**src/rtl/nibble_packer_pkg.sv**
```systemverilog
// Shared definitions for the nibble packer and the downstream concatenation
// stage: FSM state encoding and the nibble-count / counter-width derivation.
package nibble_packer_pkg;

  // FILL collects nibbles, HOLD presents a finished word downstream.
  typedef enum logic {
    FILL = 1'b0,
    HOLD = 1'b1
  } state_t;

  // Number of 4-bit slots in a word of the given width.
  function automatic int nibbles_of(input int size);
    return size / 4;
  endfunction

  // Counter width able to hold 0..nibbles_of(size) inclusive.
  function automatic int cnt_w_of(input int size);
    return $clog2(size / 4) + 1;
  endfunction

endpackage

```
**src/rtl/nibble_packer_pad_merge.sv**
```systemverilog
// Combinational padding mux: left-justifies the low `count` nibbles of acc
// and fills the remaining low slots with PAD_NIBBLE. Built slot by slot so no
// zero-width replication can arise for any count.
module nibble_pad_merge
  import nibble_packer_pkg::*;
#(
  parameter int          SIZE       = 16,
  parameter logic [3:0]  PAD_NIBBLE = 4'b1111,
  localparam int         NIBBLES    = nibbles_of(SIZE),
  localparam int         CNT_W      = cnt_w_of(SIZE)
) (
  input  logic [SIZE-1:0]  acc,
  input  logic [CNT_W-1:0] count,
  output logic [SIZE-1:0]  word
);

  // Slot s counts from the MSB; real nibble s sits at LSB position count-1-s.
  always_comb begin
    word = acc;
    for (int s = 0; s < NIBBLES; s++) begin
      if (s < int'(count)) begin
        word[SIZE-1-4*s -: 4] = acc[4*(int'(count)-1-s) +: 4];
      end else begin
        word[SIZE-1-4*s -: 4] = PAD_NIBBLE;
      end
    end
  end

endmodule

```
**src/rtl/nibble_packer.sv**
```systemverilog
// Nibble packer: collects 4-bit nibbles into a SIZE-bit word, first nibble in
// the MSBs. A flush closes a partial word, padding unfilled slots.
//
// Handshake: a transfer happens on a rising edge where valid && ready. Input
// side: in_ready is high only in FILL. Output side: out_valid is high only in
// HOLD; out_word/out_count stay stable until out_ready is seen, and the FSM
// returns to FILL on the following cycle.
module nibble_packer
  import nibble_packer_pkg::*;
#(
  parameter int          SIZE       = 16,
  parameter logic [3:0]  PAD_NIBBLE = 4'b1111,
  localparam int         NIBBLES    = nibbles_of(SIZE),
  localparam int         CNT_W      = cnt_w_of(SIZE)
) (
  input  logic             clk,
  input  logic             rst_n,
  input  logic             in_valid,
  output logic             in_ready,
  input  logic [3:0]       in_nibble,
  input  logic             flush,
  output logic             out_valid,
  input  logic             out_ready,
  output logic [SIZE-1:0]  out_word,
  output logic [CNT_W-1:0] out_count
);

  state_t           state_q, state_d;
  logic [CNT_W-1:0] cnt_q, cnt_d;
  logic [SIZE-1:0]  acc_q, acc_d;
  logic [SIZE-1:0]  word_q, word_d;
  logic [CNT_W-1:0] count_q, count_d;

  logic             accept;
  logic [SIZE-1:0]  acc_new;
  logic [CNT_W-1:0] cnt_new;
  logic [SIZE-1:0]  padded;

  assign accept  = in_valid && (state_q == FILL);
  // Accumulator and count as they stand once this cycle's nibble is included,
  // so a flush arriving with a nibble pads after that nibble.
  assign acc_new = accept ? {acc_q[SIZE-5:0], in_nibble} : acc_q;
  assign cnt_new = accept ? cnt_q + CNT_W'(1) : cnt_q;

  nibble_pad_merge #(
    .SIZE       (SIZE),
    .PAD_NIBBLE (PAD_NIBBLE)
  ) u_pad (
    .acc   (acc_new),
    .count (cnt_new),
    .word  (padded)
  );

  // Next-state and output-register logic for the FILL/HOLD FSM.
  always_comb begin
    state_d = state_q;
    cnt_d   = cnt_q;
    acc_d   = acc_q;
    word_d  = word_q;
    count_d = count_q;
    case (state_q)
      FILL: begin
        acc_d = acc_new;
        cnt_d = cnt_new;
        if (accept && (cnt_new == CNT_W'(NIBBLES))) begin
          // A full word never takes the padding path.
          state_d = HOLD;
          word_d  = acc_new;
          count_d = cnt_new;
        end else if (flush && (cnt_new != '0)) begin
          state_d = HOLD;
          word_d  = padded;
          count_d = cnt_new;
        end
      end
      HOLD: begin
        // Flush and in_valid are ignored here; nothing is remembered.
        if (out_ready) begin
          state_d = FILL;
          cnt_d   = '0;
          acc_d   = '0;
          word_d  = '0;
          count_d = '0;
        end
      end
      default: begin
        state_d = FILL;
        cnt_d   = '0;
        acc_d   = '0;
        word_d  = '0;
        count_d = '0;
      end
    endcase
  end

  // State and datapath registers; reset discards any partial or held word.
  always_ff @(posedge clk) begin
    if (!rst_n) begin
      state_q <= FILL;
      cnt_q   <= '0;
      acc_q   <= '0;
      word_q  <= '0;
      count_q <= '0;
    end else begin
      state_q <= state_d;
      cnt_q   <= cnt_d;
      acc_q   <= acc_d;
      word_q  <= word_d;
      count_q <= count_d;
    end
  end

  assign in_ready  = (state_q == FILL);
  assign out_valid = (state_q == HOLD);
  assign out_word  = word_q;
  assign out_count = count_q;

endmodule

```
**config.mk**
```make
export PLATFORM = sky130hd
export DESIGN_NAME = nibble_packer
export DESIGN_NICKNAME = d
export VERILOG_FILES = /design/src/rtl/nibble_packer_pkg.sv /design/src/rtl/nibble_packer_pad_merge.sv /design/src/rtl/nibble_packer.sv
export SDC_FILE = /design/constraint.sdc
export NUM_CORES = 1
export LEC_CHECK = 0
export BUFFER_PORTS_ARGS = -buffer_cell sky130_fd_sc_hd__buf_2
export CORE_ASPECT_RATIO = 0.5
export CORE_MARGIN = 8
export CORE_UTILIZATION = 64
export CTS_CLUSTER_DIAMETER = 80
export DETAILED_ROUTE_END_ITERATION = 7
export GPL_ROUTABILITY_DRIVEN = 1
export GPL_TIMING_DRIVEN = 0
export PLACE_DENSITY = 0.86
export SYNTH_ARGS = -nofsm -noshare
export SYNTH_HDL_FRONTEND = slang
export SYNTH_HIERARCHICAL = 1
export SYNTH_SLANG_ARGS = --single-unit
```
**constraint.sdc**
```tcl
create_clock -name clk -period 8.5 [get_ports clk]
set_input_delay 0.425 -clock clk [delete_from_list [all_inputs] [get_ports clk]]
set_output_delay 0.425 -clock clk [all_outputs]
set_load 0.1 [all_outputs]
```
==> results of run 1 <==
worst min-delay path: stages, from the launching register on:
cell     delay, ps
dfxtp_1        310
nand2_1         50
mux2i_1         60
registers in the layout, summed over array words and instances (netlist names):
register	count
out_valid	1
acc_q	16
out_word	16
out_count	3
cnt_q	3
per-layer routing:
metal  part of all wire  vias to the layer above
met4              0.015                        0
met5                  0                        -
met2               0.44                      119
li1                   -                     1317
met1               0.42                     1384
met3               0.12                       27
worst min-delay path by stage:
stage                       startpoint            to  slack, ps
after floorplan              acc_q[15]     acc_q[15]        460
after global placement     out_word[6]   out_word[6]        450
after detailed placement   out_word[5]   out_word[5]        460
after CTS                 out_word[15]  out_word[15]        470
after global routing       out_word[6]   out_word[6]        480
final                     out_word[15]  out_word[15]        460
cells by family after synthesis:
logic type | count (synthesis)
mux | 50
buf+inv | 38
fa+ha+maj | 7
flops | 39
xor+xnor | 6
compound gates | 82
simple gates | 120
power groups by stage:
stage	Clock (mW)	Sequential [mW]	Combinational, mW
2_1_floorplan	0	0.302	0.193
3_3_place_gp	0	0.212	0.346
3_5_place_dp	0	0.214	0.352
4_1_cts	0.157	0.209	0.353
5_1_grt	0.163	0.211	0.380
6_report	0.159	0.210	0.360
area by class of cell:
class	count	area share
Multi-Input combinational cell	265	0.599
Sequential cell	39	0.238
Buffer	31	0.0553
Timing Repair Buffer	29	0.0442
Tap cell	57	0.0217
Clock buffer	5	0.0210
Clock inverter	3	0.0133
Inverter	7	0.00801
placed cells by master (no fill, tap or decap), drive strengths merged, types with 3 or more instances in the layout:
cell type   n
a211oi      5
a21boi     18
a21oi      13
a31o        5
and2        5
buf        44
clkbuf     21
dfxtp      39
ha          7
inv         7
mux2       20
mux2i      29
nand2      50
nand2b      4
nand3       5
nand3b     17
nand4b     16
nor2       11
nor2b       5
nor3        3
o211ai     20
o21ai      12
o31ai       3
xnor2       3
xor2        3
==> results.yml, run 1 <==
final_layout:
  diodes: 0
  fin_cells: 436
  layout.nets: 394
  drive_gt1_frac: 0.195
  fin_area_um2: 3280
  final-seq-area_um2: 781
  post-route-util: 0.742
  multiInputGateArea_um2: 1960
  fillCellCount: 333
  syn_to_final_growth_pct: 11.1
clocking:
  cts_sinks: 39
  cts_root_buf: "clkbuf_8"
  clock_latency_ps: 300
  post_cts_buffers: 0
  cts_hold_buf: 0
  clockBufferDepth: 2
  path_clk_slew_ps: 80
  cts_resized: 0
  cts_buffers: 5
  cts_tree: "yes"
  htreeDepth: 2
sta:
  fin_crit_sh: 0.544
  slew_violations: 0
  setup_tns_ps: 0
  fin_ws_ps: 3870
  fmax_mhz: 216
  rsz0062_at_grt: "no"
  finalCriticalPeriod_ps: 4630
  setup_violations: 0
  hold_viol: 0
  whs_ps: 464
  relSlewSlack: 0.150
  worstMarginPinSlew_ps: 1270
  finClkSkew_ps: 5.54
synth:
  synth-simple-area-share: 0.228
  yosysMostFrequentCell: "nand2_1"
  synth.area.mux_share: 0.186
  ys_ff_latch: 39
  syn_avg_cell_area_um2: 8.63
  synth.distinct_cells: 44
  synth_area_um2: 2950
  synth_top_family_by_area: "simple AND/OR/NAND/NOR gates"
  synth_flop_cell: "dfxtp_1"
  ys_top_cells_by_count: "nand2_1 (50), dfxtp_1 (39), mux2i_1 (28)"
  netlist_top_cells_area: "dfxtp_1 (26%), mux2i_1 (9.5%), nand2_1 (6.4%), o211ai_1 (5.1%), mux2_1 (5.0%)"
  synth_fp_nets: 358
  synth_compound_area_frac: 0.201
  ys_warn_count: 7
  yosysSeqAreaShare: 0.264
  netlist_instances: 342
  synth_xor_area_frac: 0.0203
  async_flop_share: 0
  synth_area_leader_cell: "dfxtp_1"
  synth_top_area_share: 0.264
  synth_edf_count: 0
  synth_fa_ha_area_frac: 0.0297
pwr:
  seq_power_share: 0.287
  combPwrFrac: 0.494
  power.total_mw: 0.729
  power_density_nw_per_um2: 222
  internal_power_mw: 0.395
  ir_drop_v: 0.000117
  power_switching_mw: 0.334
  swShare: 0.458
  leakage_nw: 1.33
  power.share.clock: 0.218
critical_path:
  critPathKind: "reg -> reg"
  crit_path_end_kind: "register"
  r2r-end: "out_word[9]"
  path_max_fanout: 10
  worst-path-buf-inv: 4
  path_depth: 15
  start_kind: "register"
  cp_cell_sequence: "nor2b_1, buf_6, buf_2, xor2_1, inv_2, buf_2, ha_1, ha_1, ha_1, nand2b_1, mux2i_4, nand3_2, o31ai_1, o211ai_1, mux2i_1"
  crit_path_max_incr_delay_ps: 830
  cpMaxStageDelayCell: "xor2_1"
  crit_top_cell: "ha_1"
  rrSetupSlack_ps: 3870
  ff2ff_path_depth: 15
  startpoint: "out_valid"
  path_delay_family: "adder cells"
  crit_arrival_ps: 4850
  reg2reg_from: "out_valid"
  crit_end: "out_word[9]"
  cp_data_required_time_ps: 8730
grt:
  use_met1: 0.300
  track_usage: 0.241
  grt_max_degree: 14
  grt_use_met2: 0.381
  grt_overflow: 0
  grt_pass1_vias: 2697
  antenna_found_initial: 0
  grt_pass1_wl_um: 13900
  top_usage_layer: "met2"
  grt_util_met3: 0.101
placed_design:
  place_inst: 428
  hpwl_um: 6670
  place_congestion: 0.996
  dp_slack_ps: 3900
  dpl_cell_area_um2: 3170
  io_buffers: 29
run:
  maxCapViolCount: 0
status:
  status: "completed"
route:
  viasPerCell: 6.53
  wirelength_um: 8750
  postRouteAntennaNets: 0
  drt_pass1_iterations: 7
  via_count: 2847
  dr.first_iter.drc_count: 339
  route.detailed.drc: 0
  post_drt_wl_per_cell_um: 20.1
floorplan:
  rows: 17
  start_util: 0.667
  core_area_um2: 4420
  die_w_um: 112
  die_height_um: 64.0
  dieArea_um2: 7180
  pin_count: 30
worst_hold_path:
  min_path_cells: 2
  hp-class: "reg -> reg"
No activity file was read; power rests on OpenSTA's default activity.
==> run 2, diff against run 1 <==
CORE_UTILIZATION = 60   (was 64)
PLACE_DENSITY = 0.81   (was 0.86)
clock period = 4.68 ns   (was 8.5 ns; I/O delays follow)
==> run 2 against run 1 <==
Effect of this change: utilization decreased by 6.7 points; via count decreased by 1.1%; clock skew decreased by 2.5 ps; clock power increased by 33%; die area increased by 5.3%; setup slack got worse by 3400 ps; first-iteration DRC count decreased by 32%; fmax increased by 9.6%; non-clock buffer count unchanged; largest cell class unchanged.
==> results.yml, run 2 (synthesis results as in run 1) <==
status:
  status: "completed"
clocking:
  cts_root_buf: "clkbuf_8"
  cts_hold_buf: 0
  cts_tree: "yes"
  clockBufferDepth: 2
  cts_sinks: 39
  clock_latency_ps: 290
  path_clk_slew_ps: 70
  cts_buffers: 5
  htreeDepth: 2
critical_path:
  crit_arrival_ps: 4400
  critPathKind: "reg -> reg"
  crit_top_cell: "buf_2"
  crit_path_max_incr_delay_ps: 540
  cp_data_required_time_ps: 4860
  cp_cell_sequence: "nor2b_1, buf_6, buf_2, xor2_2, inv_2, buf_2, ha_1, buf_2, buf_4, inv_1, ha_1, xnor2_1, a41oi_1, o21ai_0, o211ai_1, mux2i_1"
  start_kind: "register"
  reg2reg_from: "out_valid"
  cpMaxStageDelayCell: "xor2_2"
  crit_path_end_kind: "register"
  path_max_fanout: 10
  startpoint: "out_valid"
grt:
  grt_max_degree: 11
  grt_pass1_wl_um: 13700
  antenna_found_initial: 0
  grt_pass1_vias: 2636
  track_usage: 0.234
  grt_overflow: 0
route:
  drt_pass1_iterations: 5
  wirelength_um: 8620
  dr.first_iter.drc_count: 231
  postRouteAntennaNets: 0
  via_count: 2817
  viasPerCell: 6.30
  route.detailed.drc: 0
  post_drt_wl_per_cell_um: 19.3
floorplan:
  core_area_um2: 4840
  start_util: 0.610
  die_w_um: 115
  die_height_um: 65.6
  pin_count: 30
  rows: 18
  dieArea_um2: 7560
pwr:
  leakage_nw: 1.31
  ir_drop_v: 0.000192
  power_density_nw_per_um2: 381
sta:
  finClkSkew_ps: 3.02
  finalCriticalPeriod_ps: 4220
  worstMarginPinSlew_ps: 1330
  setup_tns_ps: 0
  fmax_mhz: 237
  whs_ps: 324
  setup_violations: 0
  rsz0062_at_grt: "no"
  relSlewSlack: 0.108
  hold_viol: 0
  fin_crit_sh: 0.901
  slew_violations: 0
final_layout:
  final-seq-area_um2: 781
  mostFrequentLayoutCell: "nand2_1"
  drive_gt1_frac: 0.191
  syn_to_final_growth_pct: 10.6
  fillCellCount: 404
  diodes: 0
  layout.nets: 394
  final_cell_mix: "nand2_1 (50), dfxtp_1 (39), buf_2 (36)"
  multiInputGateArea_um2: 1970
worst_hold_path:
  min_from: "in_valid"
  hp-class: "in -> reg"
placed_design:
  place_congestion: 0.998
  io_buffers: 29
  hpwl_um: 6670
run:
  maxCapViolCount: 0
## run 2: changes by cell type in the layout (fill, tap and decap cells not counted), sizes merged
cell    delta
bufinv     -1
clkbuf     +1
clkinv     -2
## run 2: cell type report
cell class | instances | share of cell area
Multi-Input combinational cell | 265 | 0.604
Sequential cell | 39 | 0.239
Buffer | 31 | 0.0556
Timing Repair Buffer | 29 | 0.0444
Tap cell | 70 | 0.0268
Clock buffer | 6 | 0.0222
Inverter | 7 | 0.00805
## run 2: metrics by stage
step	cells	power, mW	util	setup WS (ps)	area [um^2]
final	447	1.25	0.674	461	3270
after CTS	447	1.24	0.673	281	3260
after detailed placement	441	1.03	0.658	274	3190
after global placement	441	1.01	0.658	328	3190
after floorplan	342	0.899	-	530	2950
after global routing	447	1.31	0.674	241	3270
## run 2: power by group
group	switching, mW	internal (mW)
sequential	0.0199	0.362
clock	0.112	0.0994
combinational	0.455	0.198
## run 2: per-layer routing
layer / global-route usage / part of all wire / vias to the layer above
li1: - / - / 1313
met1: 0.304 / 0.44 / 1340
met2: 0.363 / 0.43 / 151
met3: 0.0786 / 0.11 / 13
met4: 0.0681 / 0.015 / 0
met5: 0 / 0 / -
## run 2: worst paths after layout
kind,end,slack [ps],cells past startpoint
max reg2reg,out_word[3],460,16
min,cnt_q[1],320,4
min reg2reg,out_word[8],470,2
max,out_word[3],460,16
## run 2: repair_timing
action,CTS,global route
buffers inserted,0,0
resized for setup,0,1
endpoints found under the setup margin,0,2
## run 2: worst max-delay path, delay by kind of cell, from the launching register on
family          cells  cell delay, ps
mux                 1              90
compound gates      3             850
simple gates        1             180
buf+inv             7            1350
flops               1             360
xor+xnor            2             670
fa+ha+maj           2             560
==> run 3, diff against run 2 <==
ABC_AREA = 1   (was not set)
CORE_UTILIZATION = 59   (was 60)
PLACE_DENSITY = 0.8   (was 0.81)
==> run 3 against run 2 <==
Effect of this change: total power is 14% higher; routed wire length decreased by 6.4%; die area decreased by 0.72%; combinational power up 21%; final cell count up 26%; sequential share of layout area increased by 0.44 points; synthesized cell count is 34% higher; sequential cell count stayed put; sequential power about the same; largest power group unchanged; highest routed layer unchanged.
==> results.yml, run 3 <==
worst_hold_path:
  min_path_cells: 2
  hp-class: "in -> reg"
clocking:
  cts_hold_buf: 0
  path_clk_slew_ps: 80
  clockBufferDepth: 2
  htreeDepth: 2
  cts_sinks: 39
  clock_latency_ps: 300
  post_cts_buffers: 0
  cts_resized: 0
  cts_tree: "yes"
  cts_buffers: 5
  cts_root_buf: "clkbuf_8"
synth:
  ys_top_cells_by_count: "nand2_1 (163), nand3_1 (73), a21oi_1 (41)"
  netlist_instances: 458
  ys_warn_count: 7
  synth_area_um2: 2880
  synth_area_leader_cell: "dfxtp_1"
  netlist_top_cells_area: "dfxtp_1 (27%), nand2_1 (21%), nand3_1 (13%), a21oi_1 (7.1%), o21ai_0 (3.7%)"
  synth_edf_count: 0
  yosysSeqAreaShare: 0.271
  async_flop_share: 0
  syn_avg_cell_area_um2: 6.28
  synth_flop_cell: "dfxtp_1"
  synth.distinct_cells: 33
  synth_top_area_share: 0.271
  yosysMostFrequentCell: "nand2_1"
  ys_ff_latch: 39
  synth_fp_nets: 474
critical_path:
  path_delay_family: "buffers and inverters"
  crit_arrival_ps: 3590
  cp_data_required_time_ps: 4910
  crit_top_cell: "nand2_1"
  reg2reg_from: "out_valid"
  critPathKind: "reg -> reg"
  start_kind: "register"
  worst-path-buf-inv: 9
  startpoint: "out_valid"
  path_depth: 24
  crit_path_max_incr_delay_ps: 330
  ff2ff_path_depth: 24
  cpMaxStageDelayCell: "ha_1"
  r2r-end: "out_word[2]"
  cp_cell_sequence: "buf_6, inv_2, nand2_2, nand2_1, nand2_1, inv_1, buf_6, inv_6, buf_4, ha_1, buf_4, inv_2, ha_1, inv_1, nand4_4, nand2_2, nand2_1, nand2_1, nand3_1, nand2_1, nand2_1, nand2_1, nand3_1, a21oi_1"
  rrSetupSlack_ps: 1320
  crit_end: "out_word[2]"
  path_max_fanout: 10
  crit_path_end_kind: "register"
route:
  dr.first_iter.drc_count: 314
  postRouteAntennaNets: 0
  route.detailed.drc: 0
  wirelength_um: 8070
  post_drt_wl_per_cell_um: 14.3
  viasPerCell: 5.50
  via_count: 3106
  drt_pass1_iterations: 5
sta:
  slew_violations: 0
  finClkSkew_ps: 14.1
  fin_crit_sh: 0.718
  worstMarginPinSlew_ps: 870
  fmax_mhz: 298
  setup_violations: 0
  hold_viol: 0
  rsz0062_at_grt: "no"
  relSlewSlack: 0.414
  finalCriticalPeriod_ps: 3360
  setup_tns_ps: 0
grt:
  grt_overflow: 0
  grt_max_degree: 16
  track_usage: 0.218
  grt_pass1_vias: 2645
  antenna_found_initial: 0
  grt_pass1_wl_um: 13000
final_layout:
  mostFrequentLayoutCell: "nand2_1"
  post-route-util: 0.665
  drive_gt1_frac: 0.176
  final_cell_mix: "nand2_1 (163), nand3_1 (73), a21oi_1 (41)"
  diodes: 0
  syn_to_final_growth_pct: 11.4
  layout.nets: 510
  fillCellCount: 486
floorplan:
  core_area_um2: 4820
  start_util: 0.597
  dieArea_um2: 7500
  pin_count: 30
  die_height_um: 65.4
  rows: 18
  die_w_um: 115
run:
  maxCapViolCount: 0
placed_design:
  place_congestion: 0.923
  io_buffers: 29
  hpwl_um: 6200
pwr:
  leakage_nw: 1.43
  power_density_nw_per_um2: 442
  ir_drop_v: 0.000317
status:
  status: "completed"
==> run 3: layer usage <==
layer | share of wire | vias up | track usage
li1 | - | 1574 | -
met1 | 0.49 | 1379 | 0.317
met2 | 0.40 | 143 | 0.312
met3 | 0.10 | 10 | 0.0603
met4 | 0.0067 | 0 | 0.0438
met5 | 0 | - | 0
==> run 3: cells by family after synthesis <==
family | after synthesis | synth area share
simple gates | 269 | 0.420
buf+inv | 60 | 0.112
compound gates | 80 | 0.151
xor+xnor | 3 | 0.0157
fa+ha+maj | 7 | 0.0304
flops | 39 | 0.271
==> run 3: worst reg2reg max path: cells and delay by family (launching register included) <==
kind                       cells  cell delay (ps)
and+or+nand+nor               12             1020
buffers and inverters          9             1200
DFF                            1              320
adders and majority gates      2              570
AOI/OAI and AO/OA              1              150
==> run 3: layout make-up <==
class                           count  area (um^2)  area share
Multi-Input combinational cell    359         1780       0.554
Sequential cell                    39          781       0.243
Buffer                             28          196      0.0613
Timing Repair Buffer               29          145      0.0453
Inverter                           32          125      0.0390
Tap cell                           70         87.6      0.0273
Clock buffer                        6         82.6      0.0258
Clock inverter                      2         13.8     0.00429
==> run 3: power breakdown <==
group	internal, mW	switching (mW)
sequential	0.363	0.0167
combinational	0.219	0.572
clock	0.120	0.125
total	0.703	0.713
==> run 3: through the flow <==
stage	cell area, um^2	power [mW]	worst slack [ps]	hold slack (ps)	cells
after floorplan	2880	1.01	1230	352	458
after detailed placement	3110	1.16	1400	456	557
after global placement	3110	1.16	1430	453	557
after CTS	3210	1.41	1370	144	565
final	3210	1.42	1320	149	565
after global routing	3210	1.50	1070	145	565
==> run 3: worst min path at each step <==
stage	start	endpoint	slack, ps
4_1_cts	rst_n	cnt_q[0]	140
3_5_place_dp	acc_q[15]	acc_q[15]	460
6_report	rst_n	cnt_q[0]	150
2_1_floorplan	rst_n	cnt_q[0]	350
3_3_place_gp	acc_q[3]	acc_q[3]	450
5_1_grt	rst_n	cnt_q[0]	140
